$ cat src/rtl/tmp3_sampler.sv
// Autonomous TMP3 poller: issues an update every PERIOD cycles, captures the reading and keeps
// a block average, signed min/max since clear, a hysteresis alarm and a sticky timeout flag.
module tmp3_sampler #(
    parameter int unsigned DATA_W   = 12,
    parameter int unsigned AVG_LOG2 = 2,
    parameter int unsigned PERIOD   = 100_000_000,
    parameter int unsigned TIMEOUT  = 1_000_000
) (
    input  logic              clk,
    input  logic              rst,
    input  logic              enable,
    input  logic              clear_stats,
    input  logic [DATA_W-1:0] th_high,
    input  logic [DATA_W-1:0] th_low,
    input  logic              busy,
    input  logic              valid_i,
    input  logic [DATA_W-1:0] temperature_i,
    output logic              update,
    output logic [DATA_W-1:0] sample,
    output logic              sample_valid,
    output logic [DATA_W-1:0] average,
    output logic              avg_valid,
    output logic [DATA_W-1:0] min_t,
    output logic [DATA_W-1:0] max_t,
    output logic              stats_valid,
    output logic              alarm,
    output logic              timeout_err
);

    localparam int unsigned AccW = DATA_W + AVG_LOG2;
    localparam int unsigned PerW = (PERIOD > 1) ? $clog2(PERIOD) : 1;
    localparam int unsigned ToW  = (TIMEOUT > 1) ? $clog2(TIMEOUT) : 1;
    localparam int unsigned CntW = AVG_LOG2 + 1;

    localparam logic [PerW-1:0]   PerLast  = PerW'(PERIOD - 1);
    localparam logic [ToW-1:0]    ToLoad   = ToW'(TIMEOUT - 1);
    localparam logic [CntW-1:0]   BlockLen = CntW'(1 << AVG_LOG2);
    localparam logic [DATA_W-1:0] MostPos  = {1'b0, {(DATA_W - 1){1'b1}}};
    localparam logic [DATA_W-1:0] MostNeg  = {1'b1, {(DATA_W - 1){1'b0}}};

    typedef enum logic [2:0] {
        StIdle,
        StWaitTick,
        StRequest,
        StWaitValid,
        StAccum
    } state_e;

    state_e                   state_q;
    logic [PerW-1:0]          per_cnt_q;
    logic                     pending_q;
    logic [ToW-1:0]           to_cnt_q;
    logic                     update_q;
    logic [DATA_W-1:0]        sample_q;
    logic                     sample_valid_q;
    logic signed [AccW-1:0]   acc_q;
    logic [CntW-1:0]          cnt_q;
    logic [DATA_W-1:0]        average_q;
    logic                     avg_valid_q;
    logic [DATA_W-1:0]        min_q;
    logic [DATA_W-1:0]        max_q;
    logic                     stats_valid_q;
    logic                     alarm_q;
    logic                     timeout_err_q;

    logic                     wrap;
    logic                     tick;
    logic signed [DATA_W-1:0] sample_s;
    logic signed [AccW-1:0]   sample_ext;
    logic signed [AccW-1:0]   acc_d;
    logic signed [AccW-1:0]   acc_shift;
    logic [DATA_W-1:0]        avg_d;
    logic [CntW-1:0]          cnt_d;
    logic                     block_done;
    logic [DATA_W-1:0]        min_d;
    logic [DATA_W-1:0]        max_d;

    always_comb begin
        // The period counter free-runs outside IDLE so a slow response does not stretch the poll rate.
        wrap       = (state_q != StIdle) && (per_cnt_q == PerLast);
        tick       = wrap || pending_q;
        sample_s   = sample_q;
        sample_ext = AccW'(sample_s);
        acc_d      = acc_q + sample_ext;
        acc_shift  = acc_d >>> AVG_LOG2;
        avg_d      = acc_shift[DATA_W-1:0];
        cnt_d      = cnt_q + CntW'(1);
        block_done = (cnt_d == BlockLen);
        min_d      = ($signed(sample_q) < $signed(min_q)) ? sample_q : min_q;
        max_d      = ($signed(sample_q) > $signed(max_q)) ? sample_q : max_q;
    end

    always_ff @(posedge clk or negedge rst) begin
        if (!rst) begin
            state_q        <= StIdle;
            per_cnt_q      <= '0;
            pending_q      <= 1'b0;
            to_cnt_q       <= '0;
            update_q       <= 1'b0;
            sample_q       <= '0;
            sample_valid_q <= 1'b0;
            acc_q          <= '0;
            cnt_q          <= '0;
            average_q      <= '0;
            avg_valid_q    <= 1'b0;
            min_q          <= MostPos;
            max_q          <= MostNeg;
            stats_valid_q  <= 1'b0;
            alarm_q        <= 1'b0;
            timeout_err_q  <= 1'b0;
        end else begin
            update_q       <= 1'b0;
            sample_valid_q <= 1'b0;
            avg_valid_q    <= 1'b0;

            if (state_q == StIdle || wrap) begin
                per_cnt_q <= '0;
            end else begin
                per_cnt_q <= per_cnt_q + PerW'(1);
            end

            // At most one outstanding tick: repeated wraps while blocked collapse into one request.
            if (state_q == StIdle) begin
                pending_q <= 1'b0;
            end else if (state_q == StWaitTick && enable && tick && !busy) begin
                pending_q <= 1'b0;
            end else if (wrap) begin
                pending_q <= 1'b1;
            end

            if (avg_valid_q) begin
                if ($signed(average_q) >= $signed(th_high)) begin
                    alarm_q <= 1'b1;
                end else if ($signed(average_q) <= $signed(th_low)) begin
                    alarm_q <= 1'b0;
                end
            end

            case (state_q)
                StIdle: begin
                    if (enable) begin
                        state_q <= StWaitTick;
                    end
                end
                StWaitTick: begin
                    if (!enable) begin
                        state_q <= StIdle;
                    end else if (tick && !busy) begin
                        state_q  <= StRequest;
                        update_q <= 1'b1;
                    end
                end
                StRequest: begin
                    to_cnt_q <= ToLoad;
                    state_q  <= StWaitValid;
                end
                StWaitValid: begin
                    if (valid_i) begin
                        sample_q       <= temperature_i;
                        sample_valid_q <= 1'b1;
                        state_q        <= StAccum;
                    end else if (to_cnt_q == '0) begin
                        timeout_err_q <= 1'b1;
                        state_q       <= enable ? StWaitTick : StIdle;
                    end else begin
                        to_cnt_q <= to_cnt_q - ToW'(1);
                    end
                end
                StAccum: begin
                    state_q <= enable ? StWaitTick : StIdle;
                    if (!clear_stats) begin
                        min_q         <= min_d;
                        max_q         <= max_d;
                        stats_valid_q <= 1'b1;
                        if (block_done) begin
                            average_q   <= avg_d;
                            avg_valid_q <= 1'b1;
                            acc_q       <= '0;
                            cnt_q       <= '0;
                        end else begin
                            acc_q <= acc_d;
                            cnt_q <= cnt_d;
                        end
                    end
                end
                default: state_q <= StIdle;
            endcase

            if (clear_stats) begin
                acc_q         <= '0;
                cnt_q         <= '0;
                min_q         <= MostPos;
                max_q         <= MostNeg;
                stats_valid_q <= 1'b0;
                timeout_err_q <= 1'b0;
            end
        end
    end

    assign update       = update_q;
    assign sample       = sample_q;
    assign sample_valid = sample_valid_q;
    assign average      = average_q;
    assign avg_valid    = avg_valid_q;
    assign min_t        = min_q;
    assign max_t        = max_q;
    assign stats_valid  = stats_valid_q;
    assign alarm        = alarm_q;
    assign timeout_err  = timeout_err_q;

endmodule

$ cat config.mk
export PLATFORM = sky130hd
export DESIGN_NAME = tmp3_sampler
export DESIGN_NICKNAME = d
export VERILOG_FILES = /design/src/rtl/tmp3_sampler.sv
export SDC_FILE = /design/constraint.sdc
export NUM_CORES = 1
export LEC_CHECK = 0
export CAP_MARGIN = 25
export CORE_MARGIN = 2
export CORE_UTILIZATION = 35
export DETAILED_ROUTE_END_ITERATION = 6
export HOLD_SLACK_MARGIN = 0.08
export PLACE_DENSITY = 0.65
export RECOVER_POWER = 100
export SKIP_LAST_GASP = 1
export SYNTH_ARGS = -nofsm -noshare
export SYNTH_HDL_FRONTEND = slang
export SYNTH_SLANG_ARGS = --single-unit
$ cat constraint.sdc
create_clock -name clk -period 6.8 [get_ports clk]
set_input_delay 1.36 -clock clk [delete_from_list [all_inputs] [get_ports clk]]
set_output_delay 1.36 -clock clk [all_outputs]
set_load 0.01 [all_outputs]
==> impl_metrics.toml <==
[critical_path]
crit_fanout = 66
endpoint_kind = "asynchronous set/reset pin"
critPathBufInv = 2
worstPathArrival_ps = 4560
reg2reg_slack_ps = 3290
reg2reg_to = "to_cnt_q[17]"
startpoint = "rst"
worstSetupStartpointType = "primary input"
required_ps = 7230
worstSetupPathType = "in2async"
ff2ff_path_depth = 6
cpMaxStageDelayCell = "clkbuf_1"
cpLargestDelayFamily = "buffers and inverters"
path_cells = "clkbuf_1, buf_4"
reg2reg_from = "to_cnt_q[12]"
max_stage_delay_ps = 2180

[power_and_ir_drop]
p_total_mw = 1.93
ir_worst_vdd_uv = 188
p_leak_nw = 4.22
p_per_area_nw_per_um2 = 215

[clock_network]
cts_setup_buffers = 0
postCtsResizedCells = 0
htreeDepth = 4
clk_latency_ps = 420
clk_pin_slew_ps = 50
cts_hold_buf = 0
clockBufferDepth = 2
cts_buffers = 17
cts_tree = "yes"
numClockSinks = 122
cts_root_buf = "clkbuf_16"

[run_status]
violations = "max-capacitance violations, max-slew violations"
outcome = "complete, but fails checks"

[hold_path]
hold_start = "per_cnt_q[0]"
hold_class = "reg2reg"
hold_end = "per_cnt_q[0]"
hold-path-cell-count = 1

[timing]
post-route-period-util_pct = 60.7
final.setup.tns_ps = 0
worst_slew_pin_slew_ps = 3130
finalMaxSlewViolations = 102
rsz0062_at_grt = "false"
finalSetupViolations = 0
clock_skew_ps = 7.52
max_slew_margin_pct = -109
fmax_mhz = 242
finalHoldViolCount = 0
fin_crit_ps = 4120

[global_route]
track_usage_pct = 15.7
grt_pass1_vias = 5501
antenna_found_initial = 0
grt_pass1_wl_um = 27500
grt_max_degree = 67
overflow = 0

[placed_design]
dp_hpwl_um = 11700
portBuffers = 95
place_congestion = 0.824

[die]
rows = 52
coreArea_um2 = 20200
initial_core_util_pct = 35.6
ios = 96
die_h_um = 147
fp.dieW_um = 147
die-area_um2 = 21700

[cells_and_area]
fill_cells = 1941
syn2layout_area_growth_pct = 25.4
fin_nets = 940
antenna_cells = 0
drive_above_1_share_pct = 9.11

[run]
drv_cap = 3

[drt]
firstDrtPassIters = 6
drc = 0
drt_iter0_drc = 221
wl_per_cell_um = 14.6
vias_per_cell = 4.97
drtAntennaViolNets = 0
vias = 5540
wirelength_um = 16200

[logic_synthesis]
synth_area_per_cell_um2 = 9.79
yosys.area_share.simple_pct = 15.3
synth-xor-area-share_pct = 5.49
muxShareOfSynthArea_pct = 6.62
postSynthCellCount = 733
ys_ff_latch = 122
synth_top_family_by_area = "simple AND/OR/NAND/NOR gates"
ys_types = 60
async_flop_share_pct = 100
yosysWarnings = 0
synth_compound_area_share_pct = 13.5
ys.flop_type = "dfrtp_1"
syn-cell-area_um2 = 7180
yosys.area_share.adder_pct = 11.6
synth_edf_count = 0
yosysSeqAreaShare_pct = 42.7
syn_nets = 841
==> state kept, by name, indices dropped and copies added (netlist names), 3 cells and up <==
name / flops
acc_q: 14
cnt_q: 3
sample: 12
min_t: 12
to_cnt_q: 20
max_t: 12
average: 12
per_cnt_q: 27
state_q: 3
==> Yosys cell counts (15+ instances only) <==
cell | count | share of area [%]
nor2_1 | 90 | 4.7
xor2_1 | 18 | 2.2
nand2_1 | 35 | 1.8
dfrtp_1 | 110 | 38
o21ai_0 | 24 | 1.7
inv_1 | 65 | 3.4
mux2_2 | 20 | 3.1
mux2i_1 | 25 | 3.5
ha_1 | 65 | 11
a21oi_1 | 34 | 2.4
clkbuf_1 | 15 | 0.78
xnor2_1 | 27 | 3.3
==> stage by stage <==
stage / setup slack [ps] / hold WS (ps) / cell area, um^2 / cells / util, %
after global placement: 3390 / 478 / 8430 / 1082 / 41.8
after floorplan: 3960 / 448 / 7180 / 733 / -
after CTS: 3750 / 495 / 9040 / 1114 / 44.8
after global routing: 2020 / 504 / 9000 / 1115 / 44.6
after detailed placement: 3380 / 488 / 8430 / 1082 / 41.8
final: 2680 / 490 / 9000 / 1115 / 44.6
==> area by class of cell <==
class	count	area, um^2	area share [%]
well taps	270	338	3.75
repair buffers	102	986	11.0
clock buffers	20	457	5.07
flip-flops and latches	122	3070	34.1
multi-input cells	523	3760	41.7
inverters	66	248	2.75
clock inverters	12	148	1.64
==> layout by cell type (no fill, tap or decap), types with 6 or more instances in the layout <==
cell / count
and3_1: 8
clkbuf_16: 17
ha_1: 65
dfrtp_1: 110
mux2_2: 20
dlygate4sd3_1: 57
nand2_1: 35
a22o_1: 14
a211oi_1: 9
dfstp_2: 12
xor2_1: 18
a21o_1: 13
clkdlybuf4s50_1: 37
or3_1: 9
nor4_1: 6
nand4_1: 14
o31ai_1: 6
inv_1: 66
a21oi_1: 34
xnor2_1: 27
nor3_1: 14
nand2b_1: 11
nor2_1: 90
nand3_1: 14
o21ai_0: 27
mux2i_1: 25
==> report_power, final <==
group	switching (mW)	internal, mW	total, mW	leakage (nW)
logic	0.116	0.106	0.222	2.35
clock network	0.330	0.593	0.923	0.296
registers	0.0398	0.746	0.786	1.58
==> cell families (layout without fill, tap and decap cells) <==
logic type                 Yosys count  count (layout)
and+or+nand+nor                    226             226
AOI/OAI and AO/OA                  141             141
DFF                                122             122
buffers and inverters               88             200
adders and majority gates           66              66
xor gates and xnor gates            45              45
muxes                               45              45
==> worst max path at each step <==
| stage | slack (ps) | endpoint | cells past startpoint |
|---|---|---|---|
| CTS | 3750 | sample[11] | 1 |
| detailed placement | 3380 | to_cnt_q[13] | 6 |
| global route | 2020 | pending_q | 2 |
| floorplan | 3960 | alarm | 8 |
| finish | 2680 | pending_q | 2 |
| global placement | 3390 | alarm | 9 |
==> per-layer routing <==
| metal | vias up | track usage [%] | part of all wire [%] |
|---|---|---|---|
| met3 | 14 | 3.48 | 3.3 |
| met4 | 0 | 4.23 | 1.1 |
| met1 | 2654 | 20.5 | 47 |
| met2 | 79 | 26.4 | 48 |
| met5 | - | 0 | 0 |
| li1 | 2793 | - | - |
No activity file was read; power rests on OpenSTA's default activity.
